## src/rtl/popcount255_pipe.sv

```systemverilog
// Population count of a 255-bit vector using a 2-stage registered adder tree.
// Stage 1 registers 15 partial counts of 17 bits each; stage 2 registers their total.
module popcount255_pipe #(
  parameter int IN_WIDTH   = 255,
  parameter int OUT_WIDTH  = 8,
  parameter int GROUP_SIZE = 17
) (
  input  logic                 clk,
  input  logic                 reset,
  input  logic                 in_valid,
  input  logic [IN_WIDTH-1:0]  din,
  output logic                 out_valid,
  output logic [OUT_WIDTH-1:0] dout
);

  localparam int NUM_GROUPS = IN_WIDTH / GROUP_SIZE;
  localparam int PSUM_W     = $clog2(GROUP_SIZE + 1);

  // Valid semantics: in_valid qualifies din in the same cycle; out_valid
  // qualifies dout exactly two rising edges later. There is no backpressure.
  // Data registers load every cycle; only the valid bit gives them meaning.

  logic [NUM_GROUPS-1:0][PSUM_W-1:0] psum_d;
  logic [NUM_GROUPS-1:0][PSUM_W-1:0] psum_q;
  logic                              v1;
  logic [OUT_WIDTH-1:0]              sum_d;

  always_comb begin
    psum_d = '0;
    for (int g = 0; g < NUM_GROUPS; g++) begin
      for (int b = 0; b < GROUP_SIZE; b++) begin
        psum_d[g] = psum_d[g] + PSUM_W'(din[g*GROUP_SIZE + b]);
      end
    end
  end

  // The total is at most 255, so an OUT_WIDTH accumulator never wraps.
  always_comb begin
    sum_d = '0;
    for (int g = 0; g < NUM_GROUPS; g++) begin
      sum_d = sum_d + OUT_WIDTH'(psum_q[g]);
    end
  end

  always_ff @(posedge clk or posedge reset) begin
    if (reset) begin
      psum_q    <= '0;
      v1        <= 1'b0;
      dout      <= '0;
      out_valid <= 1'b0;
    end else begin
      psum_q    <= psum_d;
      v1        <= in_valid;
      dout      <= sum_d;
      out_valid <= v1;
    end
  end

endmodule

```

## config.mk

```make
export PLATFORM = sky130hd
export DESIGN_NAME = popcount255_pipe
export DESIGN_NICKNAME = d
export VERILOG_FILES = /design/src/rtl/popcount255_pipe.sv
export SDC_FILE = /design/constraint.sdc
export NUM_CORES = 1
export LEC_CHECK = 0
export ABC_AREA = 1
export CAP_MARGIN = 20
export CORE_MARGIN = 2
export CORE_UTILIZATION = 50
export CTS_CLUSTER_DIAMETER = 60
export DETAILED_ROUTE_END_ITERATION = 12
export PLACE_DENSITY = 0.82
export SKIP_LAST_GASP = 1
export SLEW_MARGIN = 0
export SYNTH_ARGS = -nofsm -noshare
export SYNTH_HDL_FRONTEND = slang
export SYNTH_SLANG_ARGS = --single-unit
```

## constraint.sdc

```tcl
create_clock -name clk -period 5.7 [get_ports clk]
set_clock_uncertainty 0.05 [all_clocks]
set_input_delay 0.57 -clock clk [delete_from_list [all_inputs] [get_ports clk]]
set_output_delay 0.57 -clock clk [all_outputs]
set_load 0.01 [all_outputs]
```

==> run metrics <==
Port Buffer Count=roughly 270; synth unique cells=13; CTS Buf Count=9; YS warnings=0; post-CTS setup buffer count=0; layout cells sized above 1=0.0202; largest net degree at the start of global routing=between 80 and 90; Core ar.=between 15000 and 20000 sq um; Final Hold Fails=0; CP top delay family=adder cells; All-Layer GR Usage=0.198; #FFs+latches synth=85; commonest non-fill, non-tap cell in the layout=inv_1; Max Cap Viol=0; Detail Route Antenna Nets=0; CP max FO=3; Cell Rows=50; CP most frequent cell=fa_1; Die Width=approximately 140 um; # fillers=roughly 1400; drt drc=0; CTS tree=built; HP Start=v1$_DFF_PP0_; via/cell ratio=around 4.6; Vias=approximately 6200; Setup TNS Final=0 ps; I/O pin cnt=approximately 270; vias in the first global route=around 7200; DRT iter0 DRCs=roughly 140; synthesized area per cell=between 10 and 15 sq um; CP endpoint kind=flip-flop; CP max stage cell=fa_1; post-synthesis cell area=9590 sq um; Final setup viols=0; total gr overflow=0; fin crit period=slightly below 5000 ps; Hold Path Class=flip-flop to flip-flop; critical path data required time=slightly below 6000 ps; initial antenna violation count=0; synth-to-layout area growth=34.7%; Synth Instances=between 800 and 900; status=complete, no violations; Critical path origin=psum_q[2]$_DFF_PP0_; clock-pin slew on the worst setup and hold paths=roughly 60 ps; drt wl/cell=roughly 14 um; post-route cell area=12900 sq um; period utilization=0.860; antenna cells=0; DP HPWL=about 17000 um; Routed Wire Length=roughly 19000 um; slowest stage delay, CP=about 540 ps; die area=around 20000 sq um; max-slew violation count=0; Final GP Congestion=a little under 0.8; CP Cell Sequence=inv_1 -> fa_1 -> inv_1 -> fa_1 -> fa_1 -> fa_1 -> inv_1 -> fa_1 -> fa_1 -> inv_1 -> ha_1 -> inv_1 -> fa_1 -> nand3b_1 -> nand2_1 -> xor2_1; drt pass-1 iters=4; first-pass GRT wire length=31500 um; Max Buffers Root-to-Sink=2; syn_nets=about 1400; crit path kind=flip-flop to flip-flop; Resize count post-CTS=0; sequential-to-total area share from yosys stat=0.222; CTS root buffer=clkbuf_16; Worst-Margin Slew=~470 ps; Cell Area, Placed=between 10000 and 15000 sq um; Die Y=between 100 and 150 um; starting density of the core=0.511; RSZ-0062 raised after global routing=false; final net count=between 1500 and 2000; RR Startpoint=psum_q[2]$_DFF_PP0_; Buf/Inv on CP=5; htree depth=3; most frequent cells in the layout=inv_1, clkdlybuf4s50_1, fa_1; Clk Latency, worst-skew pair=approximately 340 ps; post-cts hold buffer count=0; Slew headroom=0.685; Arr. time, crit path=between 5000 and 6000 ps; clock tree sinks=85; Worst setup SP type=flip-flop; maximum clock rate=around 200 MHz
[sequential cells by signal, summed over array words and instances (netlist names)]
register / count
dout: 8
out_valid: 1
psum_q: 75
v1: 1
[cell type report]
cell class              instances  area, sq um  area share
clock buffers                  11          253      0.0196
clock inverters                 5         88.8     0.00687
inverters                     319         1200      0.0927
multi-input cells             450         6270       0.485
flip-flops and latches         85         2130       0.165
well taps                     234          293      0.0226
repair buffers                268         2700       0.209
[per-layer routing]
| layer | global-route usage | part of all wire | vias up |
|---|---|---|---|
| met5 | 0 | 0 | - |
| met4 | 0.0448 | 0.018 | 0 |
| met3 | 0.0427 | 0.057 | 30 |
| met2 | 0.384 | 0.57 | 177 |
| met1 | 0.222 | 0.36 | 3094 |
| li1 | - | - | 2944 |
[cells in the mapped netlist]
cell        n  share of area
nand3b_1    1        0.00078
a21oi_1    18         0.0094
dfrtp_1    85           0.22
nand3_1    33          0.017
nand3_2     2         0.0021
ha_1       75          0.098
nand2_1    61          0.024
inv_1     318           0.12
inv_2       1        0.00039
fa_1      226           0.47
xnor2_1     2         0.0018
xor2_1     31          0.028
nand2_2     1        0.00065
[final timing paths]
path | cells past startpoint | slack, ps | end
min in group asynchronous | 3 | 600 | out_valid$_DFF_PP0_
max in group asynchronous | 4 | 4410 | psum_q[57]$_DFF_PP0_
max reg2reg | 16 | 800 | dout[6]$_DFF_PP0_
max | 16 | 800 | dout[6]$_DFF_PP0_
min | 0 | 310 | out_valid$_DFF_PP0_
min reg2reg | 0 | 310 | out_valid$_DFF_PP0_
[cells by family after synthesis]
family	count (synthesis)	share of synthesized area
buf+inv	319	0.125
fa+ha+maj	301	0.569
simple gates	98	0.0446
flops	85	0.222
xor+xnor	33	0.0301
compound gates	18	0.00939
[per-stage QoR]
stage	cells	worst slack [ps]	hold slack [ps]	util
3_5_place_dp	1355	832	289	0.669
4_1_cts	1371	773	302	0.687
2_1_floorplan	854	1050	281	-
5_1_grt	1372	610	318	0.689
3_3_place_gp	1355	951	285	0.669
6_report	1372	801	308	0.689
Power is left out: the tool's default activity adds up to more than one toggle a clock period on the data nets, which glitch-free logic cannot reach.
